`config.mk`:
```
export PLATFORM = sky130hd
export DESIGN_NAME = hazard_ctrl
export DESIGN_NICKNAME = d
export VERILOG_FILES = /design/src/rtl/hazard_ctrl.sv
export SDC_FILE = /design/constraint.sdc
export NUM_CORES = 1
export LEC_CHECK = 0
export BUFFER_PORTS_ARGS = -buffer_cell sky130_fd_sc_hd__buf_2
export CORE_UTILIZATION = 40
export CTS_CLUSTER_DIAMETER = 80
export DETAILED_ROUTE_END_ITERATION = 16
export PLACE_DENSITY = 0.7
export SLEW_MARGIN = 20
export SYNTH_ARGS = -nofsm -noshare
export SYNTH_HDL_FRONTEND = slang
export SYNTH_SLANG_ARGS = --single-unit
export TNS_END_PERCENT = 50
```
`constraint.sdc`:
```
create_clock -name clk -period 3.6 [get_ports clk]
set_input_delay 0.18 -clock clk [delete_from_list [all_inputs] [get_ports clk]]
set_output_delay 0.18 -clock clk [all_outputs]
set_load 0.1 [all_outputs]
```
`src/rtl/hazard_ctrl.sv`:
```
// Stall and forwarding control for the 5-stage MIPS pipeline.
// Tracks {dst, tnew} for E/M/W plus a HI/LO busy counter for mult/div.
module hazard_ctrl #(
    parameter int MULT_CYCLES = 5,
    parameter int DIV_CYCLES  = 10
) (
    input  logic        clk,
    input  logic        reset,
    input  logic [31:0] d_instr,
    input  logic [31:0] d_use_new,
    input  logic        flush,
    output logic        stall,
    output logic [1:0]  fwd_d_rs,
    output logic [1:0]  fwd_d_rt,
    output logic [1:0]  fwd_e_rs,
    output logic [1:0]  fwd_e_rt,
    output logic        md_busy
);
    localparam int MAX_CYCLES = (DIV_CYCLES > MULT_CYCLES) ? DIV_CYCLES : MULT_CYCLES;
    localparam int CW         = $clog2(MAX_CYCLES + 1);

    logic [5:0]    d_op;
    logic [4:0]    d_rs, d_rt, d_rd, d_rs_tuse, d_rt_time;
    logic          d_rs_used, d_rt_used, d_hilo;
    logic          stall_rs, stall_rt, stall_hilo;
    logic [4:0]    d_dst;
    logic [1:0]    d_tnew;

    logic [4:0]    e_dst_q, e_rs_q, e_rt_q;
    logic [1:0]    e_tnew_q;
    logic          e_md_q, e_div_q;
    logic [4:0]    m_dst_q;
    logic [1:0]    m_tnew_q;
    logic [4:0]    w_dst_q;
    logic [CW-1:0] md_cnt_q;

    logic unused_bits;
    assign unused_bits = ^{d_instr[10:6], d_instr[0], d_use_new[31:26], d_use_new[15:13],
                           d_use_new[10:5], d_use_new[3:2]};

    function automatic logic [1:0] sat_dec(input logic [1:0] t);
        return (t == 2'd0) ? 2'd0 : t - 2'd1;
    endfunction

    function automatic logic pending(input logic [4:0] r, input logic [4:0] tuse,
                                     input logic [4:0] e_dst, input logic [1:0] e_tnew,
                                     input logic [4:0] m_dst, input logic [1:0] m_tnew);
        return (e_dst == r && {3'b000, e_tnew} > tuse) ||
               (m_dst == r && {3'b000, m_tnew} > tuse);
    endfunction

    function automatic logic [1:0] sel_d(input logic [4:0] r,
                                         input logic [4:0] e_dst, input logic [1:0] e_tnew,
                                         input logic [4:0] m_dst, input logic [1:0] m_tnew);
        if (r == 5'd0)                         return 2'd0;
        if (e_dst == r && e_tnew == 2'd0)      return 2'd1;
        if (m_dst == r && m_tnew == 2'd0)      return 2'd2;
        return 2'd0;
    endfunction

    function automatic logic [1:0] sel_e(input logic [4:0] r,
                                         input logic [4:0] m_dst, input logic [1:0] m_tnew,
                                         input logic [4:0] w_dst);
        if (r == 5'd0)                         return 2'd0;
        if (m_dst == r && m_tnew == 2'd0)      return 2'd2;
        if (w_dst == r)                        return 2'd3;
        return 2'd0;
    endfunction

    assign d_op      = d_instr[31:26];
    assign d_rs      = d_instr[25:21];
    assign d_rt      = d_instr[20:16];
    assign d_rd      = d_instr[15:11];
    assign d_rs_tuse = d_use_new[25:21];
    assign d_rt_time = d_use_new[20:16];

    always_comb begin
        d_dst  = 5'd0;
        d_tnew = 2'd0;
        if (d_op == 6'b000011) begin
            d_dst  = 5'd31;
            d_tnew = 2'd0;
        end else if (d_use_new[0]) begin
            d_dst  = d_rd;
            d_tnew = d_use_new[12:11];
        end else if (d_use_new[1]) begin
            d_dst  = d_rt;
            d_tnew = d_use_new[17:16];
        end
    end

    // rt only acts as a source when its time field is a Tuse (bit1 clear)
    assign d_rs_used  = (d_rs_tuse != 5'd31) && (d_rs != 5'd0);
    assign d_rt_used  = !d_use_new[1] && (d_rt_time != 5'd31) && (d_rt != 5'd0);
    assign d_hilo     = (d_op == 6'd0) &&
                        (d_instr[5:2] == 4'b0100 || d_instr[5:2] == 4'b0110);

    assign stall_rs   = d_rs_used &&
                        pending(d_rs, d_rs_tuse, e_dst_q, e_tnew_q, m_dst_q, m_tnew_q);
    assign stall_rt   = d_rt_used &&
                        pending(d_rt, d_rt_time, e_dst_q, e_tnew_q, m_dst_q, m_tnew_q);
    assign stall_hilo = d_hilo && ((md_cnt_q != '0) || e_md_q);
    assign stall      = stall_rs || stall_rt || stall_hilo;

    assign fwd_d_rs = sel_d(d_rs, e_dst_q, e_tnew_q, m_dst_q, m_tnew_q);
    assign fwd_d_rt = sel_d(d_rt, e_dst_q, e_tnew_q, m_dst_q, m_tnew_q);
    assign fwd_e_rs = sel_e(e_rs_q, m_dst_q, m_tnew_q, w_dst_q);
    assign fwd_e_rt = sel_e(e_rt_q, m_dst_q, m_tnew_q, w_dst_q);
    assign md_busy  = (md_cnt_q != '0);

    always_ff @(posedge clk) begin
        if (!reset) begin
            e_dst_q  <= '0;
            e_tnew_q <= '0;
            e_rs_q   <= '0;
            e_rt_q   <= '0;
            e_md_q   <= 1'b0;
            e_div_q  <= 1'b0;
            m_dst_q  <= '0;
            m_tnew_q <= '0;
            w_dst_q  <= '0;
            md_cnt_q <= '0;
        end else begin
            // M always retires into W, even on flush
            w_dst_q <= m_dst_q;
            if (flush) begin
                m_dst_q  <= '0;
                m_tnew_q <= '0;
            end else begin
                m_dst_q  <= e_dst_q;
                m_tnew_q <= sat_dec(e_tnew_q);
            end
            if (flush || stall) begin
                e_dst_q  <= '0;
                e_tnew_q <= '0;
                e_rs_q   <= '0;
                e_rt_q   <= '0;
                e_md_q   <= 1'b0;
                e_div_q  <= 1'b0;
            end else begin
                e_dst_q  <= d_dst;
                e_tnew_q <= d_tnew;
                e_rs_q   <= d_rs;
                e_rt_q   <= d_rt;
                e_md_q   <= d_use_new[4];
                e_div_q  <= d_use_new[4] & d_instr[1];
            end
            if (e_md_q && !flush)
                md_cnt_q <= e_div_q ? CW'(DIV_CYCLES) : CW'(MULT_CYCLES);
            else if (md_cnt_q != '0)
                md_cnt_q <= md_cnt_q - 1'b1;
        end
    end
endmodule
```
==> impl_metrics.env <==
export IMPL_max_clock_path_buffers=2
export IMPL_yosysUniqueCellTypes=37
export IMPL_globalplace_congestion=0.804
export IMPL_rsz0062_at_grt="no"
export IMPL_die_height_um=74.6
export IMPL_synthesis_area_per_instance_um2=8.50
export IMPL_synth_top_cells_by_area="sky130_fd_sc_hd__dfxtp_1 (33%), sky130_fd_sc_hd__xnor2_1 (9.1%), sky130_fd_sc_hd__xor2_1 (8.7%)"
export IMPL_synth_async_reset_ratio=0
export IMPL_vdd_ir_drop_max_mv=0.340
export IMPL_timing_hold_worst_class="in -> reg"
export IMPL_worstHoldPathCells=3
export IMPL_overall_die_area_mm2=0.00556
export IMPL_timing_final_hold_violations=0
export IMPL_antenna_violating_nets_post_route=0
export IMPL_outcome="completed"
export IMPL_insertedDiodeCount=0
export IMPL_floorplan_core_area_mm2=0.00507
export IMPL_number_of_buffers_added_by_the_clock_tree_synthesis_step=5
export IMPL_drt_wirelength_per_cell_um=12.8
export IMPL_drt_iter0_markers=23
export IMPL_final_setup_viol_count=0
export IMPL_seq_area_frac_synth=0.333
export IMPL_setup_worst_path_start_class="flop"
export IMPL_yosys_area_top_type="sky130_fd_sc_hd__dfxtp_1"
export IMPL_finalCritPeriodShare=0.719
export IMPL_largest_fanout_on_the_critical_path=20
export IMPL_grt_util_all_layers=0.185
export IMPL_final_common_cell="sky130_fd_sc_hd__buf_2"
export IMPL_grt_pass1_vias=1680
export IMPL_finish_utilization=0.496
export IMPL_power_density_mw_per_mm2=457
export IMPL_clock_tree_from_tritoncts="done"
export IMPL_detailroute_via_count=1856
export IMPL_slew_violations=0
export IMPL_timing_fmax_ghz=0.387
export IMPL_numClockSinks=35
export IMPL_netlist_instances=248
export IMPL_crit_arrival_ns=2.41
export IMPL_tightestPinTransition_ns=1.05
export IMPL_yosys_warnings=0
export IMPL_wl_mm=4.70
export IMPL_maxSlewHeadroom=0.301
export IMPL_synth_top_area_frac=0.333
export IMPL_final_layout_size_suffix_gt1_frac=0.219
export IMPL_design_final_nets=374
export IMPL_antenna_found_initial=0
export IMPL_routed_vias_inst=5.06
export IMPL_period_minus_slack_ns=2.59
export IMPL_cts_htree_levels=2
export IMPL_reg2reg_depth=7
export IMPL_globalRoute_totalOverflow=0
export IMPL_floorplan_initialDensity=0.415
export IMPL_drt_first_pass_iters=4
export IMPL_postSynthRegisterBits=35
export IMPL_mostFrequentLayoutCells="sky130_fd_sc_hd__buf_2 (52), sky130_fd_sc_hd__dfxtp_1 (35), sky130_fd_sc_hd__nor2_1 (22), sky130_fd_sc_hd__xnor2_1 (22), sky130_fd_sc_hd__xor2_1 (21)"
export IMPL_ctsHoldBuffers=0
export IMPL_postSynth_topFlopCell="sky130_fd_sc_hd__dfxtp_1"
export IMPL_synth_nets=326
export IMPL_clock_network_latency_to_the_later_pin_of_the_worst_skew_pair_ns=0.29
export IMPL_std_cell_rows=26
export IMPL_mappedNetlistArea_mm2=0.00211
export IMPL_ioPinCount=77
export IMPL_worst_ep_required_time_ns=3.42
export IMPL_synth_edf_count=0
export IMPL_timing_setup_tns_ns=0
export IMPL_clock_tree_root_buffer_cell="sky130_fd_sc_hd__clkbuf_8"
export IMPL_final_setup_skew_ns=0.00400
export IMPL_critical_path_class="reg -> out"
export IMPL_cts_clk_slew_worst_paths_ns=0.07
export IMPL_power_static_leakage_uw=0.00118
export IMPL_cts_setup_buffers=0
export IMPL_grt_pass1_wl_mm=7.61
export IMPL_drv_max_cap_violation_count=0
export IMPL_syn2layout_area_growth_pct=19.4
export IMPL_detail_route_drc_violations=0
export IMPL_crit_path_end_kind="output port"
export IMPL_io_buffers=52
export IMPL_grt_start_max_net_pins=21
export IMPL_die_width_um=74.6
export IMPL_post_cts_resize_count=0
export IMPL_hpwl_mm=3.72
critical path: stages (launching register included):
cell                       delay [ns]
sky130_fd_sc_hd__dfxtp_1         0.35
sky130_fd_sc_hd__ha_1            0.30
sky130_fd_sc_hd__nand2b_1        0.06
sky130_fd_sc_hd__a221o_1         0.33
sky130_fd_sc_hd__nor4_1          0.19
sky130_fd_sc_hd__a211o_1         0.13
sky130_fd_sc_hd__buf_4           0.22
sky130_fd_sc_hd__or2_1           0.13
sky130_fd_sc_hd__buf_2           0.42
state kept, by name, indices dropped and copies added (netlist names):
register,cells
e_rt_q,5
e_div_q,1
m_dst_q,5
e_md_q,1
e_tnew_q,2
e_rs_q,5
w_dst_q,5
m_tnew_q,2
md_cnt_q,4
e_dst_q,5
cells in the mapped netlist, drive strengths merged, types with 2 or more instances:
| cell | instances |
|---|---|
| and3 | 5 |
| nor3 | 11 |
| dfxtp | 35 |
| a21boi | 2 |
| nand4 | 15 |
| xnor2 | 22 |
| nand3 | 6 |
| nand2 | 11 |
| nand3b | 3 |
| a221oi | 5 |
| xor2 | 21 |
| o22a | 2 |
| nor3b | 2 |
| buf | 3 |
| a21oi | 5 |
| nor4 | 11 |
| or4 | 4 |
| and2 | 10 |
| nor2 | 23 |
| inv | 10 |
| o211ai | 2 |
| clkbuf | 11 |
| nand2b | 4 |
| nor2b | 6 |
| ha | 11 |
per-layer routing:
metal,track usage,up-vias,share of wire
met1,0.231,840,0.47
met3,0.0339,8,0.033
met4,0.0839,0,0.020
met5,0,-,0
met2,0.310,48,0.47
li1,-,960,-
path summary, 6_finish.rpt:
| path | endpoint | slack (ns) | start |
|---|---|---|---|
| worst max-delay path | stall | 1.01 | m_tnew_q[1] |
| worst min-delay path | e_div_q | 0.11 | d_instr[1] |
| worst max register to register | e_dst_q[0] | 1.76 | e_tnew_q[1] |
| worst min register to register | m_tnew_q[0] | 0.44 | e_tnew_q[0] |
logic make-up after synthesis:
group / Yosys count / share of synthesized area
AO/OA/AOI/OAI: 23 / 0.0837
XOR/XNOR: 43 / 0.179
adder cells (fa/ha/maj): 11 / 0.0653
buffers and inverters: 24 / 0.0469
flip-flops: 35 / 0.333
AND/OR/NAND/NOR: 112 / 0.293
stage by stage:
step	setup WS, ns	hold WS [ns]	cells	instance area, um^2	total power, uW
floorplan	0.331	0.300	248	2110	767
global placement	1.23	0.414	359	2420	841
detailed placement	1.21	0.412	359	2420	851
CTS	1.02	0.108	367	2520	1160
global route	0.825	0.123	367	2520	1220
finish	1.01	0.113	367	2520	1150
cell type report:
class	instances	area (um^2)
clock buffer	8	100
tap	70	87.6
timing repair buffer	55	283
sequential	35	701
fill	510	2560
inverter	10	37.5
multi-input combinational	189	1310
power breakdown:
group | total [uW] | switching, uW | internal (uW)
Combinational | 397 | 263 | 134
Clock | 308 | 133 | 174
Sequential | 446 | 26.6 | 419
Total | 1150 | 423 | 728
Power figures use the tool's default switching activity.
